## src/rtl/mips_multicycle_ctrl.sv

```systemverilog
// Main control FSM for the multi-cycle MIPS datapath: sequences IF/ID/EX/MEM/WB with a memory-ready handshake.
// Optional MC_PERF_CNT_EN adds retired-instruction and cycle counters.
module mips_multicycle_ctrl #(
  parameter int MEM_WAIT_MAX = 15
) (
  input  logic        CLK,
  input  logic        rst,
  input  logic [5:0]  opcode,
  input  logic        zero,
  input  logic        mem_ready,
  output logic        pc_en,
  output logic [1:0]  pc_source,
  output logic        i_or_d,
  output logic        mem_read,
  output logic        mem_write,
  output logic        ir_write,
  output logic        reg_dst,
  output logic        mem_to_reg,
  output logic        reg_write,
  output logic        alu_src_a,
  output logic [1:0]  alu_src_b,
  output logic [1:0]  alu_op,
`ifdef MC_PERF_CNT_EN
  output logic [31:0] retired_cnt,
  output logic [31:0] cycle_cnt,
`endif
  output logic [3:0]  state,
  output logic        instr_done,
  output logic        illegal,
  output logic        mem_timeout
);

  typedef enum logic [3:0] {
    FETCH     = 4'd0,
    DECODE    = 4'd1,
    MEM_ADDR  = 4'd2,
    MEM_READ  = 4'd3,
    MEM_WB    = 4'd4,
    MEM_WRITE = 4'd5,
    EXECUTE   = 4'd6,
    ALU_WB    = 4'd7,
    BRANCH    = 4'd8,
    JUMP      = 4'd9,
    ADDI_EX   = 4'd10,
    ADDI_WB   = 4'd11
  } state_t;

  localparam logic [5:0] OP_RTYPE = 6'b000000;
  localparam logic [5:0] OP_J     = 6'b000010;
  localparam logic [5:0] OP_BEQ   = 6'b000100;
  localparam logic [5:0] OP_ADDI  = 6'b001000;
  localparam logic [5:0] OP_LW    = 6'b100011;
  localparam logic [5:0] OP_SW    = 6'b101011;

  localparam logic [3:0] WAIT_LAST = 4'(MEM_WAIT_MAX - 1);

  state_t     state_q;
  state_t     state_d;
  logic [3:0] wait_cnt;
  logic       pc_write;
  logic       pc_write_cond;
  logic       waiting;
  logic       timeout_hit;

  assign state   = state_q;
  assign waiting = ((state_q == FETCH) || (state_q == MEM_READ) || (state_q == MEM_WRITE)) && !mem_ready;
  assign timeout_hit = (MEM_WAIT_MAX != 0) && waiting && (wait_cnt == WAIT_LAST);

  always_ff @(posedge CLK) begin
    if (rst) begin
      state_q     <= FETCH;
      wait_cnt    <= 4'd0;
      mem_timeout <= 1'b0;
    end else if (timeout_hit) begin
      state_q     <= FETCH;
      wait_cnt    <= 4'd0;
      mem_timeout <= 1'b1;
    end else begin
      state_q  <= state_d;
      wait_cnt <= waiting ? wait_cnt + 4'd1 : 4'd0;
    end
  end

  always_comb begin
    state_d       = state_q;
    pc_write      = 1'b0;
    pc_write_cond = 1'b0;
    pc_source     = 2'd0;
    i_or_d        = 1'b0;
    mem_read      = 1'b0;
    mem_write     = 1'b0;
    ir_write      = 1'b0;
    reg_dst       = 1'b0;
    mem_to_reg    = 1'b0;
    reg_write     = 1'b0;
    alu_src_a     = 1'b0;
    alu_src_b     = 2'd0;
    alu_op        = 2'd0;
    instr_done    = 1'b0;
    illegal       = 1'b0;

    case (state_q)
      FETCH: begin
        mem_read  = 1'b1;
        alu_src_b = 2'd1;
        ir_write  = mem_ready;
        pc_write  = mem_ready;
        if (mem_ready) state_d = DECODE;
      end
      DECODE: begin
        alu_src_b = 2'd3;
        case (opcode)
          OP_LW, OP_SW: state_d = MEM_ADDR;
          OP_RTYPE:     state_d = EXECUTE;
          OP_BEQ:       state_d = BRANCH;
          OP_J:         state_d = JUMP;
          OP_ADDI:      state_d = ADDI_EX;
          default: begin
            state_d    = FETCH;
            illegal    = 1'b1;
            instr_done = 1'b1;
          end
        endcase
      end
      MEM_ADDR: begin
        alu_src_a = 1'b1;
        alu_src_b = 2'd2;
        state_d   = (opcode == OP_LW) ? MEM_READ : MEM_WRITE;
      end
      MEM_READ: begin
        mem_read = 1'b1;
        i_or_d   = 1'b1;
        if (mem_ready) state_d = MEM_WB;
      end
      MEM_WB: begin
        reg_write  = 1'b1;
        mem_to_reg = 1'b1;
        instr_done = 1'b1;
        state_d    = FETCH;
      end
      MEM_WRITE: begin
        mem_write  = 1'b1;
        i_or_d     = 1'b1;
        instr_done = mem_ready;
        if (mem_ready) state_d = FETCH;
      end
      EXECUTE: begin
        alu_src_a = 1'b1;
        alu_op    = 2'd2;
        state_d   = ALU_WB;
      end
      ALU_WB: begin
        reg_write  = 1'b1;
        reg_dst    = 1'b1;
        instr_done = 1'b1;
        state_d    = FETCH;
      end
      BRANCH: begin
        alu_src_a     = 1'b1;
        alu_op        = 2'd1;
        pc_write_cond = 1'b1;
        pc_source     = 2'd1;
        instr_done    = 1'b1;
        state_d       = FETCH;
      end
      JUMP: begin
        pc_write   = 1'b1;
        pc_source  = 2'd2;
        instr_done = 1'b1;
        state_d    = FETCH;
      end
      ADDI_EX: begin
        alu_src_a = 1'b1;
        alu_src_b = 2'd2;
        state_d   = ADDI_WB;
      end
      ADDI_WB: begin
        reg_write  = 1'b1;
        instr_done = 1'b1;
        state_d    = FETCH;
      end
      default: state_d = FETCH;
    endcase

    // Reset aborts whatever is in flight: nothing may write or retire in that cycle.
    if (rst) begin
      ir_write   = 1'b0;
      mem_read   = 1'b0;
      mem_write  = 1'b0;
      reg_write  = 1'b0;
      instr_done = 1'b0;
      illegal    = 1'b0;
    end
    pc_en = !rst && (pc_write || (pc_write_cond && zero));
  end

`ifdef MC_PERF_CNT_EN
  always_ff @(posedge CLK) begin
    if (rst) begin
      retired_cnt <= 32'd0;
      cycle_cnt   <= 32'd0;
    end else begin
      cycle_cnt <= cycle_cnt + 32'd1;
      if (instr_done && !illegal) retired_cnt <= retired_cnt + 32'd1;
    end
  end
`endif

endmodule

```

## config.mk

```make
export PLATFORM = sky130hd
export DESIGN_NAME = mips_multicycle_ctrl
export DESIGN_NICKNAME = d
export VERILOG_FILES = /design/src/rtl/mips_multicycle_ctrl.sv
export SDC_FILE = /design/constraint.sdc
export NUM_CORES = 1
export LEC_CHECK = 0
export CAP_MARGIN = 20
export CORE_MARGIN = 5
export CORE_UTILIZATION = 30
export CTS_CLUSTER_DIAMETER = 40
export DETAILED_ROUTE_END_ITERATION = 7
export GPL_TIMING_DRIVEN = 0
export PLACE_DENSITY = 0.67
export SYNTH_ARGS = -nofsm -noshare
export SYNTH_HDL_FRONTEND = slang
export SYNTH_SLANG_ARGS = --single-unit
export TNS_END_PERCENT = 1
```

## constraint.sdc

```tcl
create_clock -name CLK -period 1.6 [get_ports CLK]
set_clock_uncertainty 0.2 [all_clocks]
set_input_delay 0.16 -clock CLK [delete_from_list [all_inputs] [get_ports CLK]]
set_output_delay 0.16 -clock CLK [all_outputs]
set_load 0.02 [all_outputs]
```

==> impl_metrics.toml, run 1 <==
[logic_synthesis]
syn_nets = 118
avgSynthCellArea_sq_um = 7.32
synth_area_leaders = "dfxtp_1 23%, nor2_1 7.7%, nor3_1 5.8%"
seq_area_frac_synth = 0.232
yosysTopAreaCellShare = 0.232
synthArstFlopShare = 0
synth_top_flop_cell = "dfxtp_1"
syn_inst = 106
synth_cell_type_count = 39
synth-seq-cells = 9
yosys.area.top_type = "dfxtp_1"
syn_area_sq_um = 776
synth_edf_count = 0
yosys_warnings = 0

[placed_design]
placedCellCount = 166
hpwlAfterDp_microns = 1940
portBuffers = 30
routabilityCongestion = 0.841

[power]
p_int_uw = 477
combPwrFrac = 0.422
power_density_nw_per_um2 = 531
swShare = 0.328
p_sw_uw = 233
power_uw = 710
power.share.clock = 0.244
seqPwrFrac = 0.334
p_leak_uw = 0.000555
ir_drop_uv = 360

[routing]
drt-total-wl_microns = 2430
postRouteAntennaNets = 0
drtIter0Drc = 22
viasPerCell = 5.25
vias = 903
drc = 0
routedWlPerCell_microns = 14.1
dr.pass1.iters = 4

[setup_path]
r2r_end = "state[3]$_SDFFE_PP0P_"
crit_required_ps = 1240
r2r-start = "state[0]$_SDFFE_PP0P_"
max_stage_delay_ps = 380
worstSetupEndpoint = "pc_en"
cp_cell_sequence = "buf_6 > or3b_4 > a2111oi_4 > buf_4"
worst-path-max-fanout = 10
path_buf_inv = 2
reg2reg_slack_ps = -80
r2r_cells = 6
cp_top_family = "simple AND/OR/NAND/NOR gates"
crit_path_end_kind = "primary output"
crit_cells = 4
worstPathArrival_ps = 1650
path_class = "flop to primary output"
critical_path.startpoint = "state[3]$_SDFFE_PP0P_"
cp_slowest_cell = "or3b_4"
startpoint_type = "flop"

[clock_network]
worst_skew_pair.late_latency_ps = 260
ctsHoldBuffers = 0
cts_root_buf = "clkbuf_4"
htree_levels = 1
cts_made_buffers = 3
clkTransAtPathRegs_ps = 60
cts_tree = "built"
cts_sinks = 9
cts_buffer_depth = 2

[floorplan]
placementRows = 18
die_h_microns = 60.9
start_util = 0.313
coreArea_sq_um = 2480
die_w_microns = 60.9
dieArea_sq_um = 3700
pin_count = 32

[grt]
grt_overflow = 0
grt_pass1_wl_microns = 4000
grt_pass1_vias = 876
antenna_found_initial = 0
grt_max_degree = 11
grtUsageTotal = 0.141

[finish]
nets = 155
final_cells = 172
drive_gt1_frac = 0.401
synthToLayoutAreaGrowth_pct = 72.4
layout_common_cells = "16 x nor2_1, 13 x buf_4, 8 x clkdlybuf4s50_1"
layout_commonest_cell = "nor2_1"
diodes = 0

[timing]
grt_setup_unrepaired = "yes"
finalSetupViolCount = 24
period_minus_slack_ps = 2010
worst_slack_ps = -412
max_slew_margin = 0.711
slew_violations = 0
hold_violations = 0
fmaxAchievable_ghz = 0.497
post-route-period-util = 1.26
timing_worst_slew_pin_value_ps = 430

[hold_path]
hold_path.class = "input pin to flop"

[status]
status = "finished, violations left"
violations = "negative setup slack"

[job]
cap_violations = 0
through the flow:
stage / instance area (sq um) / setup slack, ps / utilization / hold WS [ps] / TNS, ps
after floorplan: 900 / -191 / - / 139 / -1660
after global placement: 1240 / -962 / 0.499 / 246 / -11370
after detailed placement: 1240 / -952 / 0.499 / 256 / -11550
after CTS: 1260 / -466 / 0.510 / 195 / -4300
after global routing: 1340 / -488 / 0.540 / 208 / -5060
final: 1340 / -412 / 0.540 / 183 / -3140
power groups by stage:
stage	Combinational, uW	Sequential [uW]	Clock, uW
5_1_grt	320	239	195
6_report	300	237	173
3_5_place_dp	257	242	0
3_3_place_gp	254	242	0
4_1_cts	259	238	182
2_1_floorplan	157	247	0
repair_timing:
action | in CTS | in global routing
buffers inserted | 0 | 2
pin swaps | 7 | 6
endpoints found under the setup margin | 27 | 26
resized for setup | 81 | 38
worst register-to-register path, stage by stage (launching register included):
cell and delay (ps):
dfxtp_2 350, buf_8 110, buf_6 130, nor2b_4 170
nand2b_1 100, or3b_1 370, a21boi_0 180
synthesized netlist by cell type (all sizes together) (3+ instances only):
cell / count
nand2b: 4
nand3: 3
clkbuf: 3
dfxtp: 9
buf: 6
nand2: 6
o21ai: 8
xor2: 3
nor3: 9
nor2: 16
a2111oi: 3
a21oi: 7
cell type report:
type                    count  area (sq um)
plain buffers               9          92.6
clock buffers               4          26.3
fillers                   244          1140
inverters                   1          3.75
multi-input cells          87           696
flip-flops and latches      9           190
well taps                  30          37.5
repair buffers             32           292
worst min path at each step:
stage	start	end	slack (ps)	cells past startpoint
2_1_floorplan	mem_ready	wait_cnt[1]$_SDFF_PP0_	140	3
3_3_place_gp	wait_cnt[0]$_SDFF_PP0_	wait_cnt[0]$_SDFF_PP0_	250	1
3_5_place_dp	wait_cnt[0]$_SDFF_PP0_	wait_cnt[0]$_SDFF_PP0_	260	1
4_1_cts	opcode[1]	state[0]$_SDFFE_PP0P_	190	4
5_1_grt	opcode[1]	state[1]$_SDFFE_PP0P_	210	4
6_report	opcode[1]	state[1]$_SDFFE_PP0P_	180	4
sequential cells by signal (all words and copies together) (netlist names):
signal / flops
state: 4
wait_cnt: 4
mem_timeout: 1
cell families after synthesis:
family,count (synthesis),synth area share
flops,9,0.232
compound gates,27,0.256
simple gates,53,0.366
buf+inv,10,0.0564
fa+ha+maj,2,0.0323
xor+xnor,5,0.0565
per-layer routing:
metal	part of all wire	track usage	vias up
met5	0	0	-
met4	0	0.0372	0
met3	0.055	0.0213	0
met2	0.48	0.238	30
met1	0.47	0.185	414
li1	-	-	459
Power figures use the tool's default switching activity.
==> inputs of run 2 (changes only) <==
MAX_ROUTING_LAYER = met4   (was unset)
SLEW_MARGIN = 30   (was unset)
==> run 2 against run 1 <==
Against the previous run: the flow still finishes with violations (negative setup slack); clock-buffer cell count stayed put; via count decreased by 0.22%; total power barely moved; non-clock buffer count is the same; highest routed layer unchanged.
==> impl_metrics.toml, run 2 (synthesis results as in run 1) <==
[grt]
grt_pass1_vias = 878
grt_pass1_wl_microns = 4000
grt_overflow = 0
grtUsageTotal = 0.145
grt_max_degree = 11
antenna_found_initial = 0

[routing]
postRouteAntennaNets = 0
viasPerCell = 5.24
drt-total-wl_microns = 2420
vias = 901
routedWlPerCell_microns = 14.1
drtIter0Drc = 23
drc = 0
dr.pass1.iters = 4

[finish]
finalInstanceArea_sq_um = 1340
nets = 155
fillers = 244
drive_gt1_frac = 0.401
final_util = 0.540
layout_common_cells = "16 x nor2_1, 13 x buf_4, 8 x clkdlybuf4s50_1"
diodes = 0
synthToLayoutAreaGrowth_pct = 72.4
layout_commonest_cell = "nor2_1"

[timing]
slew_violations = 0
max_slew_margin = 0.711
post-route-period-util = 1.26
worst_slack_ps = -412
fin_hold_ws_ps = 183
finalSetupTns_ps = -3150
grt_setup_unrepaired = "yes"
fmaxAchievable_ghz = 0.497
finalSetupViolCount = 24
period_minus_slack_ps = 2010
timing_worst_slew_pin_value_ps = 430
hold_violations = 0

[status]
violations = "negative setup slack"
status = "finished, violations left"

[job]
cap_violations = 0

[power]
ir_drop_uv = 360
power_density_nw_per_um2 = 531
p_leak_uw = 0.000555
power_uw = 710

[setup_path]
reg2reg_slack_ps = -80
crit_required_ps = 1240
worstPathArrival_ps = 1650
path_class = "flop to primary output"
startpoint_type = "flop"
worst-path-max-fanout = 10
crit_path_end_kind = "primary output"

[clock_network]
cts_tree = "built"
htree_levels = 1
clkTransAtPathRegs_ps = 60
cts_sinks = 9
cts_root_buf = "clkbuf_4"
worst_skew_pair.late_latency_ps = 260
cts_buffer_depth = 2
cts_made_buffers = 3

[floorplan]
die_h_microns = 60.9
dieArea_sq_um = 3700
die_w_microns = 60.9
placementRows = 18
coreArea_sq_um = 2480
start_util = 0.313
pin_count = 32

[hold_path]
hold_path.class = "input pin to flop"

[placed_design]
portBuffers = 30
hpwlAfterDp_microns = 1940
routabilityCongestion = 0.854
dpl-instance-area_sq_um = 1240
==> run 2: routing by layer <==
metal | vias up | global-route usage | wire length, microns
met1 | 416 | 0.185 | 1130
met3 | 0 | 0.0213 | 129
met2 | 28 | 0.238 | 1160
met4 | 0 | 0.0372 | 0
met5 | - | - | 0
li1 | 457 | - | -
==> run 2: cell type report <==
| cell class | instances | area (sq um) | share of cell area |
|---|---|---|---|
| clock buffers | 4 | 26.3 | 0.0196 |
| inverters | 1 | 3.75 | 0.00281 |
| well taps | 30 | 37.5 | 0.0281 |
| repair buffers | 32 | 292 | 0.218 |
| plain buffers | 9 | 92.6 | 0.0692 |
| multi-input cells | 87 | 696 | 0.520 |
| flip-flops and latches | 9 | 190 | 0.142 |
==> run 2: through the flow <==
step                std cells  setup WS (ps)
global placement          166           -962
floorplan                 106           -191
global route              172           -488
detailed placement        166           -952
CTS                       170           -466
finish                    172           -412
==> run 2: worst max-delay path, cell delays in order (launching register included) <==
cell	delay (ps)
dfxtp_4	340
buf_6	140
or3b_4	380
a2111oi_4	340
buf_4	190
==> run 2: path summary, 6_finish.rpt <==
| check | to | from | depth (start not counted) |
|---|---|---|---|
| max reg2reg | state[3]$_SDFFE_PP0P_ | state[0]$_SDFFE_PP0P_ | 6 |
| min | state[1]$_SDFFE_PP0P_ | opcode[1] | 4 |
| min reg2reg | wait_cnt[0]$_SDFF_PP0_ | wait_cnt[0]$_SDFF_PP0_ | 1 |
| max | pc_en | state[3]$_SDFFE_PP0P_ | 4 |
==> run 2: timing repair <==
item / in CTS / in global routing
endpoints found under the setup margin: 27 / 26
gates resized for setup: 81 / 38
buffers inserted: 0 / 2
pin swaps: 7 / 6
hold buffers: 0 / 0
==> run 2: report_power, final <==
group	total [uW]	switching, uW	internal, uW
sequential	237	7.52	230
clock	173	77.4	96.0
combinational	300	148	152
total	710	233	477
==> inputs of run 3 (changes only) <==
CELL_PAD_IN_SITES_DETAIL_PLACEMENT = 2   (was unset)
CELL_PAD_IN_SITES_GLOBAL_PLACEMENT = 2   (was unset)
CORE_UTILIZATION = 20   (was 30)
PLACE_DENSITY = 0.8   (was 0.67)
==> run 3 against run 2 <==
Against the previous run: the run still ends with negative setup slack left; combinational power grew 6%; wire length grew 33%; hold slack improved by 60 ps; critical path depth unchanged; total power is 14% higher; non-clock buffer count did not move; worst setup slack improved by 84 ps.
==> impl_metrics.toml, run 3 (synthesis results as in run 1) <==
[finish]
fillers = 422
layout_commonest_cell = "nor2_1"
synthToLayoutAreaGrowth_pct = 83.5
layout_common_cells = "15 x nor2_1, 12 x buf_4, 9 x clkdlybuf4s50_1"
drive_gt1_frac = 0.408
final_cells = 190
diodes = 0
nets = 155

[placed_design]
routabilityCongestion = 0.783
hpwlAfterDp_microns = 2500
placedCellCount = 184
portBuffers = 30

[power]
ir_drop_uv = 393
p_leak_uw = 0.000535
power_density_nw_per_um2 = 570
power_uw = 811

[floorplan]
pin_count = 32
start_util = 0.209
die_w_microns = 72.3
die_h_microns = 72.3
dieArea_sq_um = 5220
placementRows = 22
coreArea_sq_um = 3720

[timing]
worst_slack_ps = -328
finalSetupViolCount = 21
hold_violations = 0
max_slew_margin = 0.724
grt_setup_unrepaired = "yes"
timing_worst_slew_pin_value_ps = 415
slew_violations = 0
post-route-period-util = 1.21
fmaxAchievable_ghz = 0.519
period_minus_slack_ps = 1930
finalSetupTns_ps = -2080
fin_hold_ws_ps = 243

[routing]
drc = 0
postRouteAntennaNets = 0
dr.pass1.iters = 4
viasPerCell = 4.88
routedWlPerCell_microns = 16.9
vias = 928
drt-total-wl_microns = 3200
drtIter0Drc = 49

[grt]
grt_overflow = 0
grt_pass1_wl_microns = 5350
grt_pass1_vias = 1039
grtUsageTotal = 0.131
antenna_found_initial = 0
grt_max_degree = 11

[hold_path]
hold_path.class = "input pin to flop"

[clock_network]
cts_tree = "built"
cts_root_buf = "clkbuf_8"
cts_sinks = 9
cts_buffer_depth = 2
clkTransAtPathRegs_ps = 40
htree_levels = 1
worst_skew_pair.late_latency_ps = 230
cts_made_buffers = 3

[setup_path]
startpoint_type = "flop"
path_class = "flop to primary output"
crit_path_end_kind = "primary output"
worstPathArrival_ps = 1570
crit_required_ps = 1240
reg2reg_slack_ps = -130
worst-path-max-fanout = 6

[job]
cap_violations = 0

[status]
violations = "negative setup slack"
status = "finished, violations left"
-- run 3: cell types whose count changed in the layout (fill, tap and decap cells not counted), moves of 3 or more --
| cell | before | now |
|---|---|---|
| clkbuf_8 | 0 | 3 |
| buf_6 | 6 | 2 |
| buf_12 | 0 | 3 |
| clkbuf_4 | 4 | 0 |
| dlymetal6s2s_1 | 3 | 0 |
-- run 3: cell type report --
cell class / count / area [sq um] / area share
buffer: 9 / 125 / 0.0879
inverter: 1 / 3.75 / 0.00264
sequential: 9 / 190 / 0.134
clock buffer: 4 / 45.0 / 0.0316
timing repair buffer: 32 / 284 / 0.199
tap: 48 / 60.1 / 0.0422
multi-input combinational: 87 / 716 / 0.503
-- run 3: final timing paths --
check,startpoint,end,depth (start not counted)
worst max-delay path,state[0]$_SDFFE_PP0P_,pc_en,4
worst min-delay path,opcode[1],state[1]$_SDFFE_PP0P_,4
worst max register to register,state[2]$_SDFFE_PP0P_,state[3]$_SDFFE_PP0P_,5
worst min register to register,wait_cnt[0]$_SDFF_PP0_,wait_cnt[0]$_SDFF_PP0_,1
-- run 3: per-layer routing --
layer  vias up  wire, microns  track usage
met2        19           1730        0.242
li1        458              -            -
met4         0              0       0.0188
met3         0            123       0.0194
met5         -              0            -
met1       451           1350        0.151
-- run 3: what timing repair did --
action | 4_1_cts | 5_1_grt
hold buffers | 0 | 0
setup buffers | 2 | 0
pin swaps | 8 | 3
gates resized for setup | 112 | 16
setup endpoints to repair | 27 | 25
-- run 3: power by group --
part           leakage, uW  internal, uW  switching, uW
clock            0.0000228           173           81.3
combinational     0.000437           160            157
sequential       0.0000754           231           9.25
-- run 3: stage by stage --
stage	worst slack, ps	area [sq um]	utilization
after CTS	-340	1390	0.373
after global routing	-369	1420	0.383
after floorplan	-191	900	-
after detailed placement	-952	1260	0.339
final	-328	1420	0.383
after global placement	-978	1260	0.339
-- run 3: critical path, stage by stage (launching register included) --
cell	delay, ps
dfxtp_2	330
buf_8	130
or3b_4	400
a2111oi_4	290
buf_4	190
